$ cat config.mk
export PLATFORM = sky130hd
export DESIGN_NAME = gpio_switch_scanner
export DESIGN_NICKNAME = d
export VERILOG_FILES = /design/src/rtl/gpio_switch_scanner.sv
export SDC_FILE = /design/constraint.sdc
export NUM_CORES = 1
export LEC_CHECK = 0
export ABC_AREA = 1
export CORE_MARGIN = 8
export CORE_UTILIZATION = 45
export CTS_CLUSTER_SIZE = 16
export DETAILED_ROUTE_END_ITERATION = 7
export PLACE_DENSITY = 0.66
export SYNTH_ARGS = -nofsm -noshare
export SYNTH_HDL_FRONTEND = slang
export SYNTH_SLANG_ARGS = --single-unit
$ cat constraint.sdc
create_clock -name clock -period 1.76 [get_ports clock]
set_input_delay 0.264 -clock clock [delete_from_list [all_inputs] [get_ports clock]]
set_output_delay 0.264 -clock clock [all_outputs]
set_load 0.02 [all_outputs]
$ cat src/rtl/gpio_switch_scanner.sv
// Scans 32 DIP switches as four active-low multiplexed 8-bit banks and debounces whole frames.
// Define GPIO_SW_SYNC_EN to pass bank_data through a two-flop synchronizer before sampling.
module gpio_switch_scanner #(
   parameter int unsigned SETTLE_CYCLES  = 16,
   parameter int unsigned DEBOUNCE_SCANS = 4
) (
   input  logic        clock,
   input  logic        reset_n,
   input  logic        scan_en,
   output logic [3:0]  bank_sel,
   input  logic [7:0]  bank_data,
   output logic [31:0] dip_sw,
   output logic        dip_valid,
   output logic        dip_change,
   output logic        frame_done
);

   typedef enum logic [1:0] {StIdle, StDrive, StSample, StCompare} state_e;

   localparam logic [7:0] SettleLast = 8'(SETTLE_CYCLES - 1);
   localparam logic [3:0] DebTarget  = 4'(DEBOUNCE_SCANS);

   state_e      state_q, state_d;
   logic [1:0]  bank_q, bank_d;
   logic [7:0]  settle_q, settle_d;
   logic [31:0] raw_q, raw_d;
   logic [31:0] prev_q, prev_d;
   logic [31:0] dip_q, dip_d;
   logic [3:0]  stab_q, stab_d;
   logic        valid_q, valid_d;
   logic        change_q, change_d;
   logic        done_q, done_d;
   logic [7:0]  data_s;

`ifdef GPIO_SW_SYNC_EN
   logic [7:0] sync1_q, sync2_q;

   // Idle-high reset value matches an unselected bank with all switches open.
   always_ff @(posedge clock or negedge reset_n) begin
      if (!reset_n) begin
         sync1_q <= 8'hFF;
         sync2_q <= 8'hFF;
      end else begin
         sync1_q <= bank_data;
         sync2_q <= sync1_q;
      end
   end

   assign data_s = sync2_q;
`else
   assign data_s = bank_data;
`endif

   always_ff @(posedge clock or negedge reset_n) begin
      if (!reset_n) begin
         state_q  <= StIdle;
         bank_q   <= 2'd0;
         settle_q <= 8'd0;
         raw_q    <= 32'd0;
         prev_q   <= 32'd0;
         dip_q    <= 32'd0;
         stab_q   <= 4'd0;
         valid_q  <= 1'b0;
         change_q <= 1'b0;
         done_q   <= 1'b0;
      end else begin
         state_q  <= state_d;
         bank_q   <= bank_d;
         settle_q <= settle_d;
         raw_q    <= raw_d;
         prev_q   <= prev_d;
         dip_q    <= dip_d;
         stab_q   <= stab_d;
         valid_q  <= valid_d;
         change_q <= change_d;
         done_q   <= done_d;
      end
   end

   always_comb begin
      state_d  = state_q;
      bank_d   = bank_q;
      settle_d = settle_q;
      raw_d    = raw_q;
      prev_d   = prev_q;
      dip_d    = dip_q;
      stab_d   = stab_q;
      valid_d  = valid_q;
      change_d = 1'b0;
      done_d   = 1'b0;
      unique case (state_q)
         StIdle: begin
            if (scan_en) begin
               bank_d   = 2'd0;
               settle_d = 8'd0;
               state_d  = StDrive;
            end
         end
         StDrive: begin
            if (settle_q == SettleLast) begin
               settle_d = 8'd0;
               state_d  = StSample;
            end else begin
               settle_d = settle_q + 8'd1;
            end
         end
         StSample: begin
            raw_d[{bank_q, 3'b000} +: 8] = ~data_s;
            if (bank_q == 2'd3) begin
               state_d = StCompare;
            end else begin
               bank_d  = bank_q + 2'd1;
               state_d = StDrive;
            end
         end
         StCompare: begin
            if (raw_q == prev_q) begin
               stab_d = (stab_q >= DebTarget) ? DebTarget : stab_q + 4'd1;
            end else begin
               stab_d = 4'd1;
            end
            prev_d = raw_q;
            // First debounced frame must load even when it matches the reset value.
            if (stab_d == DebTarget && (raw_q != dip_q || !valid_q)) begin
               dip_d    = raw_q;
               valid_d  = 1'b1;
               change_d = (raw_q != dip_q);
            end
            done_d   = 1'b1;
            bank_d   = 2'd0;
            settle_d = 8'd0;
            state_d  = scan_en ? StDrive : StIdle;
         end
         default: state_d = StIdle;
      endcase
   end

   always_comb begin
      bank_sel = 4'hF;
      if (state_q == StDrive || state_q == StSample) begin
         bank_sel = ~(4'b0001 << bank_q);
      end
   end

   assign dip_sw     = dip_q;
   assign dip_valid  = valid_q;
   assign dip_change = change_q;
   assign frame_done = done_q;

endmodule

==> After elaboration in Yosys (flattened, before gate mapping) <==
Cells that the tools add are included.
W data, S select, Z words.
{ "totals": {"register_bits": 115, "input_bits": 11, "out_inout_bits": 39, "word_cells": 61} }
{ "op_classes": {"addsub": 4, "magnitude_cmp": 1, "n_eq_ne": 11, "shifts": 3, "mux": 19, "n_bitwise": 2, "reduce_logical": 11} }
{ "op_table": {"columns": ["cell", "n"], "rows": [
  ["$bwmux W32", 1],
  ["$eq A32 B32 Y1", 1],
  ["$ne A32 B32 Y1", 1],
  ["$shift A8 B7 Y32 const A", 1],
  ["$shiftx A8 B7 Y32", 1],
  ["$pmux W8 S3", 1],
  ["$mux W4", 4],
  ["$mux W8", 2],
  ["$mux W2", 5],
  ["$add A8 B1 Y8 const B", 1],
  ["$eq A8 B4 Y1 const B", 1],
  ["$not A8 Y8", 1],
  ["$pmux W2 S4", 1],
  ["$neg A5 Y7", 1],
  ["$eq A2 B2 Y1 const B", 3],
  ["$ne A2 B2 Y1 const B", 3],
  ["$pmux W2 S3", 1],
  ["$reduce_and A2 Y1", 3],
  ["$reduce_bool A3 Y1", 2],
  ["$add A4 B1 Y4 const B", 1],
  ["$eq A4 B3 Y1 const B", 1],
  ["$ge A4 B3 Y1 const B", 1],
  ["$mux W1", 4],
  ["$not A4 Y4", 1],
  ["8 further kinds", 9]
]} }

==> Logic depth before layout (Yosys ltp) <==
{ "logic_depth": {"depth_word": 8, "depth_mapped": 15, "depth_no_buf": 14} }

==> Worst setup path after synthesis <==
No wires, ideal clock.
{ "synth_path": {"kind": "register to output", "startpoint": "register bank_q[0]", "endpoint": "output port bank_sel[0]", "t_arrival_ps": 1582, "required_ps": 1496, "slack_ps": -86, "stages_incl_launch_ff": 7, "n_path_buf": 3, "cell_sequence": "dfrtp_1 -> clkbuf_1 -> inv_1 -> ha_1 -> clkbuf_1 -> buf_1 -> nand2_1"} }
{ "synth_via": {"elab_chain_len": 3} }
{ "synth_rtl": {"columns": ["item", "line", "text"], "rows": [
  ["start, declared", "24", "logic [1:0] bank_q, bank_d;"],
  ["start signal, assigned", "68", "bank_q <= bank_d;"],
  ["$shl A1 B2 Y4", "141", "bank_sel = ~(4'b0001 << bank_q);"],
  ["$not A4 Y4", "141", null],
  ["$mux W4", "140", "if (state_q == StDrive || state_q == StSample) begin"],
  ["end, declared", "10", "output logic [3:0] bank_sel,"]
]} }
Every way passes these cells.

==> Worst setup path after layout <==
{ "layout_path": {"startpoint": "register raw_q[22]", "endpoint": "register dip_q[4] (netlist: dip_sw[4])"} }
{ "layout_via": {"elab_chain_len": 6, "word_cells_on_any_way": 8, "cone_classes": "eq/ne: 3; mux: 2; reduce/logical: 3"} }
{ "layout_rtl": {"columns": ["item", "line", "text"], "rows": [
  ["start, declared", "26", "logic [31:0] raw_q, raw_d;"],
  ["start signal, assigned", "70", "raw_q <= raw_d;"],
  ["$eq A32 B32 Y1", "117", "if (raw_q == prev_q) begin"],
  ["$mux W4", "117", null],
  ["$mux W4", "91", "unique case (state_q)"],
  ["$eq A4 B3 Y1", "124", "if (stab_d == DebTarget && (raw_q != dip_q || !valid_q)) begin"],
  ["$logic_and A1 B1 Y1 *", "124", null],
  ["$reduce_and A2 Y1 (no source line) *", null, null],
  ["end signal, assigned", "72", "dip_q <= dip_d;"],
  ["end, declared", "28", "logic [31:0] dip_q, dip_d;"]
]} }
Every way passes the cells marked *; elsewhere a longest branch is shown, timed or not. The select of a mux whose other input is x is not followed.
A chain may end at the register's enable or synchronous reset.

==> flow_metrics.tcl <==
set metrics [dict create \
    detail_route.iter0.violations 513 \
    detail_route.drc_violations 0 \
    critical_path.startpoint_type "flip-flop" \
    timing.hold.worst.class "in2async" \
    first_global_vias 5459 \
    timing.critical_path.fanout_max 14 \
    cts_max_path_buffers 2 \
    failed_checks "negative setup slack" \
    power_uw 11900 \
    timing.max_cap.violations 0 \
    hold-worst-slack_ps 261 \
    cellPowerDensity_mw_per_mm2 1440 \
    grt_start_max_net_pins 47 \
    die_y_um 129 \
    critPathKind "reg2reg" \
    die-area_mm2 0.0166 \
    syn2layout_area_growth_pct 43.9 \
    number_of_nets_in_the_finished_design 894 \
    period_share 1.18 \
    number_of_standard_cells_in_the_final_layout_excluding_fillers 1054 \
    finalWorstPathRequiredPeriod_ps 2080 \
    status "finished, violations left" \
    vdd_drop_max_uv 840 \
    drt_pre_antenna_iters 5 \
    post_synth_inst_count 713 \
    clk_latency_ps 420 \
    synth_enable_flop_cells 0 \
    grt_first_pass_wirelength_mm 27.4 \
    clock_sink_count 115 \
    antenna_left 0 \
    dpl.hpwl_mm 11.7 \
    synth_seq_cells 115 \
    yosysWarningCount 0 \
    place.gp.congestion 0.883 \
    mappedNetlistArea_mm2 0.00573 \
    antennaDiodeCount 0 \
    crit_path_end_kind "flip-flop" \
    finalWirelength_mm 18.0 \
    placed_cells_incl_taps 998 \
    worst_slew_margin_rel 0.663 \
    final.setup.worst_slack_ps -315 \
    start_util 0.458 \
    syn_avg_cell_area_um2 8.04 \
    synth_seq_area_share 0.502 \
    leading_cell_type_in_the_layout_fill_and_taps_excluded "sky130_fd_sc_hd__nand2_1" \
    unrepaired_setup_endpoints_after_global_routing "true" \
    report.final.hold_viol_count 0 \
    detailroute.via_count 5419 \
    async_flop_share 1.00 \
    antenna_found_initial 0 \
    clock_skew_ps 10.4 \
    num_rows 41 \
    grt_usage 0.216 \
    tightest_slew_ps 505 \
    cts_inserted_buffers 17 \
    cts_root_buffer "sky130_fd_sc_hd__clkbuf_16" \
    slew_violations 0 \
    top_level_ports 50 \
    max_freq_mhz 482 \
    layout.cells.most_common_list "sky130_fd_sc_hd__nand2_1 (254), sky130_fd_sc_hd__dfrtp_1 (105), sky130_fd_sc_hd__buf_4 (92), sky130_fd_sc_hd__inv_1 (78), sky130_fd_sc_hd__o21ai_0 (33)" \
    clkSlewWorstSetupHoldPaths_ps 60 \
    place_worst_setup_slack_ps -253 \
    power.leakage_uw 0.00418 \
    drive_above_1_share 0.264 \
    setup-violations-final 35 \
    grt_overflow_total 0 \
    design.core.area_mm2 0.0125 \
    worstPathRequired_ps 2120 \
    avgRoutedWirePerCell_um 17.1 \
    cts_tree "done" \
    via_density_per_instance 5.14 \
    critPathArrivalTime_ps 2430 \
    numPortBuffers 49 \
    worst-r2r-cell-count 12 \
    synth-main-ff-cell "sky130_fd_sc_hd__dfrtp_1" \
    synth_fp_nets 737 \
    synthDistinctLibCells 32 \
    count_of_filler_cells_inserted_in_the_layout 1036 \
    cts.htree.levels 4 \
    die_width_um 129 \
]
## report_power, final
group          switching [uW]  leakage (uW)  internal, uW  total, uW
clock                    1180      0.000278          2180       3350
combinational            2500       0.00248          1990       4490
sequential                690       0.00142          3360       4050
total                    4370       0.00418          7530      11900
## registers in the layout, summed over array words and instances (netlist names)
signal	flops
raw_q	32
stab_q	4
dip_valid	1
bank_q	2
dip_sw	32
dip_change	1
state_q	2
frame_done	1
prev_q	32
settle_q	8
## area by class of cell
cell class              instances  area (um^2)  share of cell area
clock buffers                  26          489              0.0594
flip-flops and latches        115         2890               0.351
inverters                      89          339              0.0411
repair buffers                157         1490               0.181
multi-input cells             490         2740               0.332
well taps                     172          215              0.0261
clock inverters                 5         75.1             0.00911
## worst max-delay path, cell delays in order (launching register included)
cell                       delay, ps
sky130_fd_sc_hd__dfrtp_2         460
sky130_fd_sc_hd__xnor2_1         260
sky130_fd_sc_hd__nand2_1         140
sky130_fd_sc_hd__nor2_1          140
sky130_fd_sc_hd__nand2_1         100
sky130_fd_sc_hd__nor2_4          130
sky130_fd_sc_hd__nand3b_1        110
sky130_fd_sc_hd__nand2_2         100
sky130_fd_sc_hd__clkinv_4        110
sky130_fd_sc_hd__nand2_4         140
sky130_fd_sc_hd__buf_12          160
sky130_fd_sc_hd__nand2_1          60
sky130_fd_sc_hd__nand2_1          90
## metal layers
metal	routed length [um]	vias up	GRT usage
met5	0	-	0
met4	583	0	0.118
met3	1400	45	0.0509
met2	8660	217	0.348
met1	7340	2591	0.264
li1	-	2566	-
## per-stage QoR
step	utilization	TNS (ps)	cell area, um^2
after floorplan	-	0	5730
after global placement	0.562	-7360	7040
after detailed placement	0.562	-7830	7040
after CTS	0.628	-4860	7860
after global routing	0.659	-12410	8240
final	0.659	-9640	8240
## repair_timing
item / CTS / global route
pin swaps: 26 / 30
hold buffers: 1 / 0
endpoints found under the setup margin: 63 / 53
cloned: 2 / 3
hold endpoints to repair: 12 / 0
buffers inserted: 12 / 7
resized for setup: 79 / 65
## cells by family after synthesis
logic type / count (synthesis) / share of synthesized area
flops: 115 / 0.502
fa+ha+maj: 13 / 0.0284
compound gates: 72 / 0.0729
buf+inv: 108 / 0.0773
xor+xnor: 34 / 0.0520
simple gates: 371 / 0.267
## synthesized netlist by cell type (all sizes together), types with 7 or more instances
cell type  number  share of area
inv            87          0.057
a21oi           7         0.0061
xnor2          33          0.050
nor2           46          0.035
dfrtp         115           0.50
nand3          37          0.032
clkbuf          9         0.0059
nand4           9          0.012
o22ai          22          0.024
o21ai          33          0.029
nand2         270           0.18
ha             13          0.028
buf            10          0.013
## final timing paths
kind	from	endpoint	slack (ps)
min in group clock	prev_q[31]$_DFFE_PN0P_	prev_q[31]$_DFFE_PN0P_	490
max reg2reg	raw_q[22]$_DFFE_PN0P_	dip_sw[4]$_DFFE_PN0P_	-320
max	raw_q[22]$_DFFE_PN0P_	dip_sw[4]$_DFFE_PN0P_	-320
max in group asynchronous	reset_n	raw_q[15]$_DFFE_PN0P_	910
min	reset_n	prev_q[19]$_DFFE_PN0P_	260
min reg2reg	prev_q[31]$_DFFE_PN0P_	prev_q[31]$_DFFE_PN0P_	490
(Power assumes the default switching activity.)
